### src/rtl/mem_bridge.sv
// mem_bridge: RV32I load/store port to a synchronous single-port RAM.
// Lane steering, load extension and wait-state sequencing.
module mem_bridge #(
    parameter int ADDR_W      = 32,
    parameter int WAIT_STATES = 1
) (
    input  logic              iClk,
    input  logic              nRst,
    input  logic [ADDR_W-1:0] iAddr,
    input  logic [31:0]       iWData,
    input  logic              iRead,
    input  logic              iWrite,
    input  logic [1:0]        iSize,
    input  logic              iUnsigned,
    output logic [31:0]       oRData,
    output logic              oRdy,
    output logic              oMisalign,
    output logic [ADDR_W-3:0] oRamAddr,
    output logic [31:0]       oRamWData,
    output logic [3:0]        oRamBe,
    output logic              oRamEn,
    output logic              oRamWe,
    input  logic [31:0]       iRamRData
);

    typedef enum logic [1:0] {
        IDLE,
        ACCESS,
        WAIT,
        DONE
    } state_t;

    state_t      state;
    logic [3:0]  cnt;
    logic [1:0]  off_q;
    logic [1:0]  size_q;
    logic        uns_q;
    logic        wr_q;

    logic        bad_req;
    logic [3:0]  be_req;
    logic [31:0] wd_req;
    logic [7:0]  ld_byte;
    logic [15:0] ld_half;
    logic [31:0] ld_val;

    // Decode the incoming request: alignment check and write lane steering
    always_comb begin
        bad_req = 1'b0;
        be_req  = 4'b1111;
        wd_req  = iWData;
        case (iSize)
            2'b00: begin
                be_req = 4'b0001 << iAddr[1:0];
                wd_req = {4{iWData[7:0]}};
            end
            2'b01: begin
                bad_req = iAddr[0];
                be_req  = iAddr[1] ? 4'b1100 : 4'b0011;
                wd_req  = {2{iWData[15:0]}};
            end
            2'b10: bad_req = |iAddr[1:0];
            default: bad_req = 1'b1;
        endcase
        if (!iWrite) begin
            be_req = 4'b1111;
        end
    end

    // Pick the addressed lane out of the RAM word and extend it
    always_comb begin
        ld_byte = iRamRData[{off_q, 3'b000} +: 8];
        ld_half = off_q[1] ? iRamRData[31:16] : iRamRData[15:0];
        case (size_q)
            2'b00:   ld_val = {{24{~uns_q & ld_byte[7]}}, ld_byte};
            2'b01:   ld_val = {{16{~uns_q & ld_half[15]}}, ld_half};
            default: ld_val = iRamRData;
        endcase
    end

    // Access sequencer; every output is a registered copy of its next value
    always_ff @(posedge iClk or negedge nRst) begin
        if (!nRst) begin
            state     <= IDLE;
            cnt       <= '0;
            off_q     <= '0;
            size_q    <= '0;
            uns_q     <= 1'b0;
            wr_q      <= 1'b0;
            oRData    <= '0;
            oRdy      <= 1'b0;
            oMisalign <= 1'b0;
            oRamAddr  <= '0;
            oRamWData <= '0;
            oRamBe    <= '0;
            oRamEn    <= 1'b0;
            oRamWe    <= 1'b0;
        end else begin
            case (state)
                IDLE: begin
                    if (iWrite || iRead) begin
                        wr_q   <= iWrite;
                        size_q <= iSize;
                        uns_q  <= iUnsigned;
                        off_q  <= iAddr[1:0];
                        if (bad_req) begin
                            state     <= DONE;
                            oRdy      <= 1'b1;
                            oMisalign <= 1'b1;
                        end else begin
                            state     <= ACCESS;
                            oRamAddr  <= iAddr[ADDR_W-1:2];
                            oRamBe    <= be_req;
                            oRamWData <= wd_req;
                            oRamEn    <= 1'b1;
                            oRamWe    <= iWrite;
                        end
                    end
                end
                ACCESS: begin
                    oRamEn <= 1'b0;
                    oRamWe <= 1'b0;
                    if (wr_q) begin
                        state <= DONE;
                        oRdy  <= 1'b1;
                    end else begin
                        state <= WAIT;
                        cnt   <= 4'(WAIT_STATES);
                    end
                end
                WAIT: begin
                    cnt <= cnt - 4'd1;
                    if (cnt == 4'd1) begin
                        state  <= DONE;
                        oRData <= ld_val;
                        oRdy   <= 1'b1;
                    end
                end
                DONE: begin
                    state     <= IDLE;
                    oRdy      <= 1'b0;
                    oMisalign <= 1'b0;
                end
                default: state <= IDLE;
            endcase
        end
    end

endmodule

### config.mk
export PLATFORM = sky130hd
export DESIGN_NAME = mem_bridge
export DESIGN_NICKNAME = d
export VERILOG_FILES = /design/src/rtl/mem_bridge.sv
export SDC_FILE = /design/constraint.sdc
export NUM_CORES = 1
export LEC_CHECK = 0
export ABC_CLOCK_PERIOD_IN_PS = 4600
export BUFFER_PORTS_ARGS = -buffer_cell sky130_fd_sc_hd__buf_2
export CORE_UTILIZATION = 45
export CTS_BUF_LIST = sky130_fd_sc_hd__clkbuf_2
export DETAILED_ROUTE_END_ITERATION = 8
export PLACE_DENSITY = 0.74
export SYNTH_ARGS = -nofsm -noshare
export SYNTH_HDL_FRONTEND = slang
export SYNTH_SLANG_ARGS = --single-unit
### constraint.sdc
create_clock -name iClk -period 4.6 [get_ports iClk]
set_input_delay 1.15 -clock iClk [delete_from_list [all_inputs] [get_ports iClk]]
set_output_delay 1.15 -clock iClk [all_outputs]
set_load 0.01 [all_outputs]
* After elaboration in Yosys (flattened, before gate mapping)
Index checks and enable logic that the tools add are counted.
** Storage, ports and cells
- Output and inout port bits :: 102
- Register bits :: 114
- Memories kept :: 0
- Input bits :: 103
- Word-level logic and storage cells :: 76
- ROM bits :: 0
- Bits in writable memories :: 0
- Latch bits :: 0
** Cells by class
- Divide/modulo/power cells :: 0
- Multipliers :: 0
- Reductions and logical operators :: 16
- Add/subtract/negate cells :: 1
- Magnitude comparators :: 0
- Muxes and demuxes :: 26
- Eq/ne operators :: 13
- Shifts and indexed selects :: 2
- Bitwise operators :: 4
** Operators with widths (count)
- one-hot mux 32 bit (2 select lines) :: 2
- variable part select 32 x 6 -> 8 bit :: 1
- 2-to-1 mux 16 bit :: 1
- one-hot mux 4 bit (2 select lines) :: 2
- 2-to-1 mux 4 bit :: 3
- != test 2 bit, second input constant :: 6
- 2-to-1 mux 1 bit :: 9
- AND reduction 3 bit :: 3
- one-hot mux 2 bit (4 select lines) :: 1
- AND reduction 2 bit :: 4
- equality test 2 x 1 -> 1 bit, second input constant :: 3
- equality test 2 bit, second input constant :: 3
- logical NOT 2 bit :: 3
- 2-to-1 mux 2 bit :: 3
- one-hot mux 1 bit (2 select lines) :: 3
- nonzero test 2 bit :: 3
- equality test 4 x 1 -> 1 bit, second input constant :: 1
- one-hot mux 1 bit (4 select lines) :: 1
- AND reduction 4 bit :: 1
- left shift 1 x 2 -> 4 bit, first input constant :: 1
- subtractor 4 x 1 -> 4 bit, second input constant :: 1
- one-hot mux 1 bit (3 select lines) :: 1
- AND 1 bit :: 2
- NOT 1 bit :: 2
- 2 further kinds :: 2

* Depth between registers and ports, before layout
- Depth after elaboration :: 5
- Mapped depth :: 9
- Mapped depth without buffers :: 6

* Worst setup path after synthesis
Ideal clock, no wire load.
- Path kind :: input-to-reg
- Start point :: input port iSize[1]
- End point :: register oRamAddr[4]
- Required time :: 4473 ps
- Path buffers :: 2
- Library setup time :: 127 ps
- Arrival :: 2064 ps
- Slack :: 2409 ps
- Stages on the path :: 5
- Cells stage by stage :: buf_4 a21oi_2 o21bai_4 buf_6 mux2_1
** Between the ends
- Cells in the longest elaborated chain, start to end :: 4
- Elaborated cells on any way between the ends :: 6
- Those cells by class :: eq/ne: 2; mux: 1; bitwise: 1; reduce/logical: 2
** Ends and longest elaborated chain
- start, declared :: line 13 : input logic [1:0] iSize,
- equality test 2 bit, or another cell as far along :: line 52 : case (iSize)
- one-hot mux 1 bit (3 select lines) (*) :: line 52
- NOT 1 bit (no line) (*)
- AND reduction 3 bit (no line) (*)
- end signal, assigned :: line 112 : oRamAddr <= iAddr[ADDR_W-1:2];
- end, declared :: line 18 : output logic [ADDR_W-3:0] oRamAddr,
Every way passes the cells marked *; elsewhere a longest branch is shown, timed or not.
A chain may end at the register's enable or synchronous reset.

* Worst setup path after layout
- Start point :: register oRData[3]
- End point :: output port oRData[3]
** RTL lines
- start, declared :: line 15 : output logic [31:0] oRData,
- start signal, assigned :: line 135 : oRData <= ld_val;
No word-level cell between the ends.

==> reports/metrics.json <==
{
  "ios": 205,
  "setup_repair_after_global_routing_missed_its_margin": "false",
  "post_route_cells_drive_above_1_share_pct": 41.8,
  "ctsLongestPathBuffers": 2,
  "area.growth.synth_to_final_pct": 24.6,
  "via_count_of_the_first_global_routing_pass": 4542,
  "cts.repair.resized": 0,
  "grt_remaining_overflow": 0,
  "crit_start": "oRData[3]",
  "setup.worst_path.class": "flip-flop to output port",
  "numPortBuffers": 204,
  "number_of_enable_type_register_cells_in_the_synthesized_netlist": 0,
  "synth_top_area_share_pct": 51.8,
  "r2r-start": "off_q[1]",
  "report.final.hold_viol_count": 0,
  "grtUsageTotal_pct": 22.8,
  "insertion_delay_ns": 0.66,
  "synth_cell_types": 46,
  "diodes": 0,
  "die_y_um": 113,
  "holdBufCountCts": 0,
  "netSwitchingFraction_pct": 39.1,
  "cells_along_the_critical_path": "buf_2",
  "mappedNetlistNets": 619,
  "setup-violations-final": 0,
  "drtAntennaViolNets": 0,
  "pwr-share-clk_pct": 17.1,
  "min_period_over_period_pct": 52.2,
  "timing.critical_path.slowest_stage_cell": "sky130_fd_sc_hd__dfrtp_1",
  "detail_route.vias_per_cell": 5.38,
  "post_synth_fa_ha_maj_area_fraction_pct": 1.59,
  "synth_top_cell_by_area": "sky130_fd_sc_hd__dfrtp_1",
  "n_fill_cell": 1035,
  "r2r-end": "oRData[20]",
  "max-cap-violations": 0,
  "power_leakage_nw": 3.52,
  "place_worst_setup_slack_ns": 1.75,
  "yosysWarnings": 0,
  "required_ns": 3.45,
  "post_synth_inst_count": 509,
  "ff2ff_setup_slack_ns": 2.35,
  "fp-row-count": 40,
  "critical_path.max_fanout": 2,
  "drt_pre_antenna_iters": 7,
  "xor_xnor_fraction_of_synth_area_pct": 0,
  "cp-end-kind": "output port",
  "fin_nets": 815,
  "critical_path.endpoint": "oRData[3]",
  "global_route_wire_length_before_repair_mm": 22.5,
  "power.share.combinational_pct": 43.1,
  "reg2regPathDepth": 3,
  "clock_tree_from_tritoncts": "yes",
  "worst_relative_slew_slack_pct": 38.6,
  "synth.cell_area_sq_um": 5510,
  "path_buf_inv": 1,
  "fmax_ghz": 0.416,
  "p_per_area_nw_per_um2": 665,
  "timing.critical_path.max_delay_family": "flip-flops",
  "core_sq_um": 12000,
  "floorplan.die_area_sq_um": 12700,
  "yosys-mux-area-fraction_pct": 16.9,
  "net-switching-power_w": 0.00178,
  "drt-total-wl_mm": 13.8,
  "crit_path_depth": 1,
  "total_via_count_in_the_routed_design": 4650,
  "worst_setup_path_start_kind": "flip-flop",
  "largest_family_of_logic_cells_by_synthesized_area": "multiplexers",
  "drc": 0,
  "die-width_um": 113,
  "post_synthesis_compound_gate_area_fraction_pct": 11.1,
  "outcome": "finished, final reports clean",
  "share_of_synthesized_flip_flops_with_an_asynchronous_set_or_reset_pct": 100,
  "worst_ir_drop_vdd_v": 0.000308,
  "sequential_to_total_area_share_from_yosys_stat_pct": 51.8,
  "finalSetupTns_ns": 0,
  "slew_at_the_pin_with_the_worst_max_slew_slack_ns": 0.922,
  "synth_top_cells_by_area": "sky130_fd_sc_hd__dfrtp_1 (52%), sky130_fd_sc_hd__mux2_2 (9.0%), sky130_fd_sc_hd__mux2i_1 (6.4%), sky130_fd_sc_hd__nand2_1 (4.9%), sky130_fd_sc_hd__o21ai_0 (4.2%)",
  "synth-simple-area-share_pct": 14.1,
  "grt_max_degree": 99,
  "cts.repair_timing.setup_buffer_count": 0,
  "cts.root.buffer_cell": "sky130_fd_sc_hd__clkbuf_2",
  "routabilityCongestion": 0.801,
  "antenna_found_initial": 0,
  "cts.reportedPaths.clkPinSlew_ns": 0.17,
  "initial_core_util_pct": 46.1,
  "htreeDepth": 4,
  "ys_dominant_reg_cell": "sky130_fd_sc_hd__dfrtp_1",
  "final.min_clock_period_ns": 2.40,
  "hpwl_mm": 9.89,
  "final.setup_skew_ns": 0.0258,
  "hp-class": "flip-flop to flip-flop",
  "cp_data_arrival_time_ns": 1.25,
  "clock_sink_count": 114,
  "numCtsBuffers": 17,
  "syn_avg_cell_area_sq_um": 10.8,
  "seq_power_share_pct": 39.8,
  "postLayoutSetupSlackWorst_ns": 2.20,
  "postSynthRegisterBits": 114,
  "fin_hold_ws_ns": 0.496,
  "avgRoutedWirePerCell_um": 16.0,
  "critical_path.max_stage_delay_ns": 0.43,
  "final_max_slew_viol_count": 0,
  "cell_internal_pwr_w": 0.00278,
  "detail_route.iter0.violations": 377
}
worst min path at each step:
stage / to / start / cells past startpoint
floorplan: wr_q / wr_q / 2
global placement: oRamWData[31] / oRamWData[31] / 2
finish: oRamWData[9] / oRamWData[9] / 2
detailed placement: oRamWData[9] / oRamWData[9] / 2
global route: oRamAddr[4] / oRamAddr[4] / 1
CTS: oRamWData[9] / oRamWData[9] / 2
layout by cell type (no fill, tap or decap), types with 3 or more instances in the layout:
cell type and n:
sky130_fd_sc_hd__nor2_1 21, sky130_fd_sc_hd__nand2_1 72, sky130_fd_sc_hd__o21ai_1 3, sky130_fd_sc_hd__inv_1 11
sky130_fd_sc_hd__nand2b_1 4, sky130_fd_sc_hd__ha_1 7, sky130_fd_sc_hd__mux2_1 4, sky130_fd_sc_hd__bufinv_16 5
sky130_fd_sc_hd__a22oi_1 7, sky130_fd_sc_hd__mux2i_1 35, sky130_fd_sc_hd__mux2_2 44, sky130_fd_sc_hd__a21oi_1 22
sky130_fd_sc_hd__dfrtp_1 114, sky130_fd_sc_hd__nand3_1 42, sky130_fd_sc_hd__buf_2 203, sky130_fd_sc_hd__o22a_1 7
sky130_fd_sc_hd__buf_4 6, sky130_fd_sc_hd__nand4_1 8, sky130_fd_sc_hd__clkbuf_2 19, sky130_fd_sc_hd__clkinv_2 3
sky130_fd_sc_hd__o21ai_0 46
sequential cells by signal, indices dropped and copies added (netlist names), 2 cells and up:
name and count:
oRamAddr 30, cnt 4, oRamWData 32, size_q 2, oRData 32, oRamBe 4, off_q 2, state 2
metrics by stage:
stage / cells / utilization [%] / instance area [sq um] / power (W)
5_1_grt: 864 / 57.4 / 6860 / 0.00490
3_5_place_dp: 833 / 55.0 / 6580 / 0.00382
4_1_cts: 864 / 57.4 / 6860 / 0.00461
2_1_floorplan: 509 / - / 5510 / 0.00307
6_report: 864 / 57.4 / 6860 / 0.00457
3_3_place_gp: 833 / 55.0 / 6580 / 0.00373
cell usage after synthesis (all sizes together), types with 2 or more instances:
master and instances:
a21oi 23, a22oi 8, buf 21, clkbuf 12, dfrtp 114, ha 7
inv 11, mux2 49, mux2i 35, nand2 72, nand2b 4, nand3 43
nand4 8, nor2 22, nor2b 2, nor3 5, nor3b 2, o21ai 50
o22a 7
area by class of cell:
| cell class | count | area, sq um | share of cell area [%] |
|---|---|---|---|
| clock inverters | 12 | 189 | 2.75 |
| repair buffers | 210 | 1080 | 15.7 |
| clock buffers | 19 | 95.1 | 1.39 |
| flip-flops and latches | 114 | 2850 | 41.6 |
| well taps | 147 | 184 | 2.68 |
| multi-input cells | 351 | 2420 | 35.3 |
| inverters | 11 | 41.3 | 0.602 |
cell families (layout without fill, tap and decap cells):
kind of cell / Yosys count / count (layout)
flip-flops: 114 / 114
multiplexers: 85 / 85
buffers and inverters: 44 / 252
AND/OR/NAND/NOR: 163 / 163
AO/OA/AOI/OAI: 96 / 96
adder cells (fa/ha/maj): 7 / 7
layer usage:
metal	track usage, %	up-vias	share of wire (%)
met5	0	-	0
met4	9.16	0	2.1
met3	7.83	24	8.6
met2	36.3	213	47
met1	28.5	2228	42
li1	-	2185	-
power groups by stage:
stage	logic (W)	registers, W	clock network (W)
floorplan	0.00112	0.00195	0
global placement	0.00192	0.00180	0
detailed placement	0.00199	0.00183	0
CTS	0.00198	0.00182	0.000804
global route	0.00217	0.00189	0.000848
finish	0.00197	0.00182	0.000780
No activity file was read; power rests on OpenSTA's default activity.
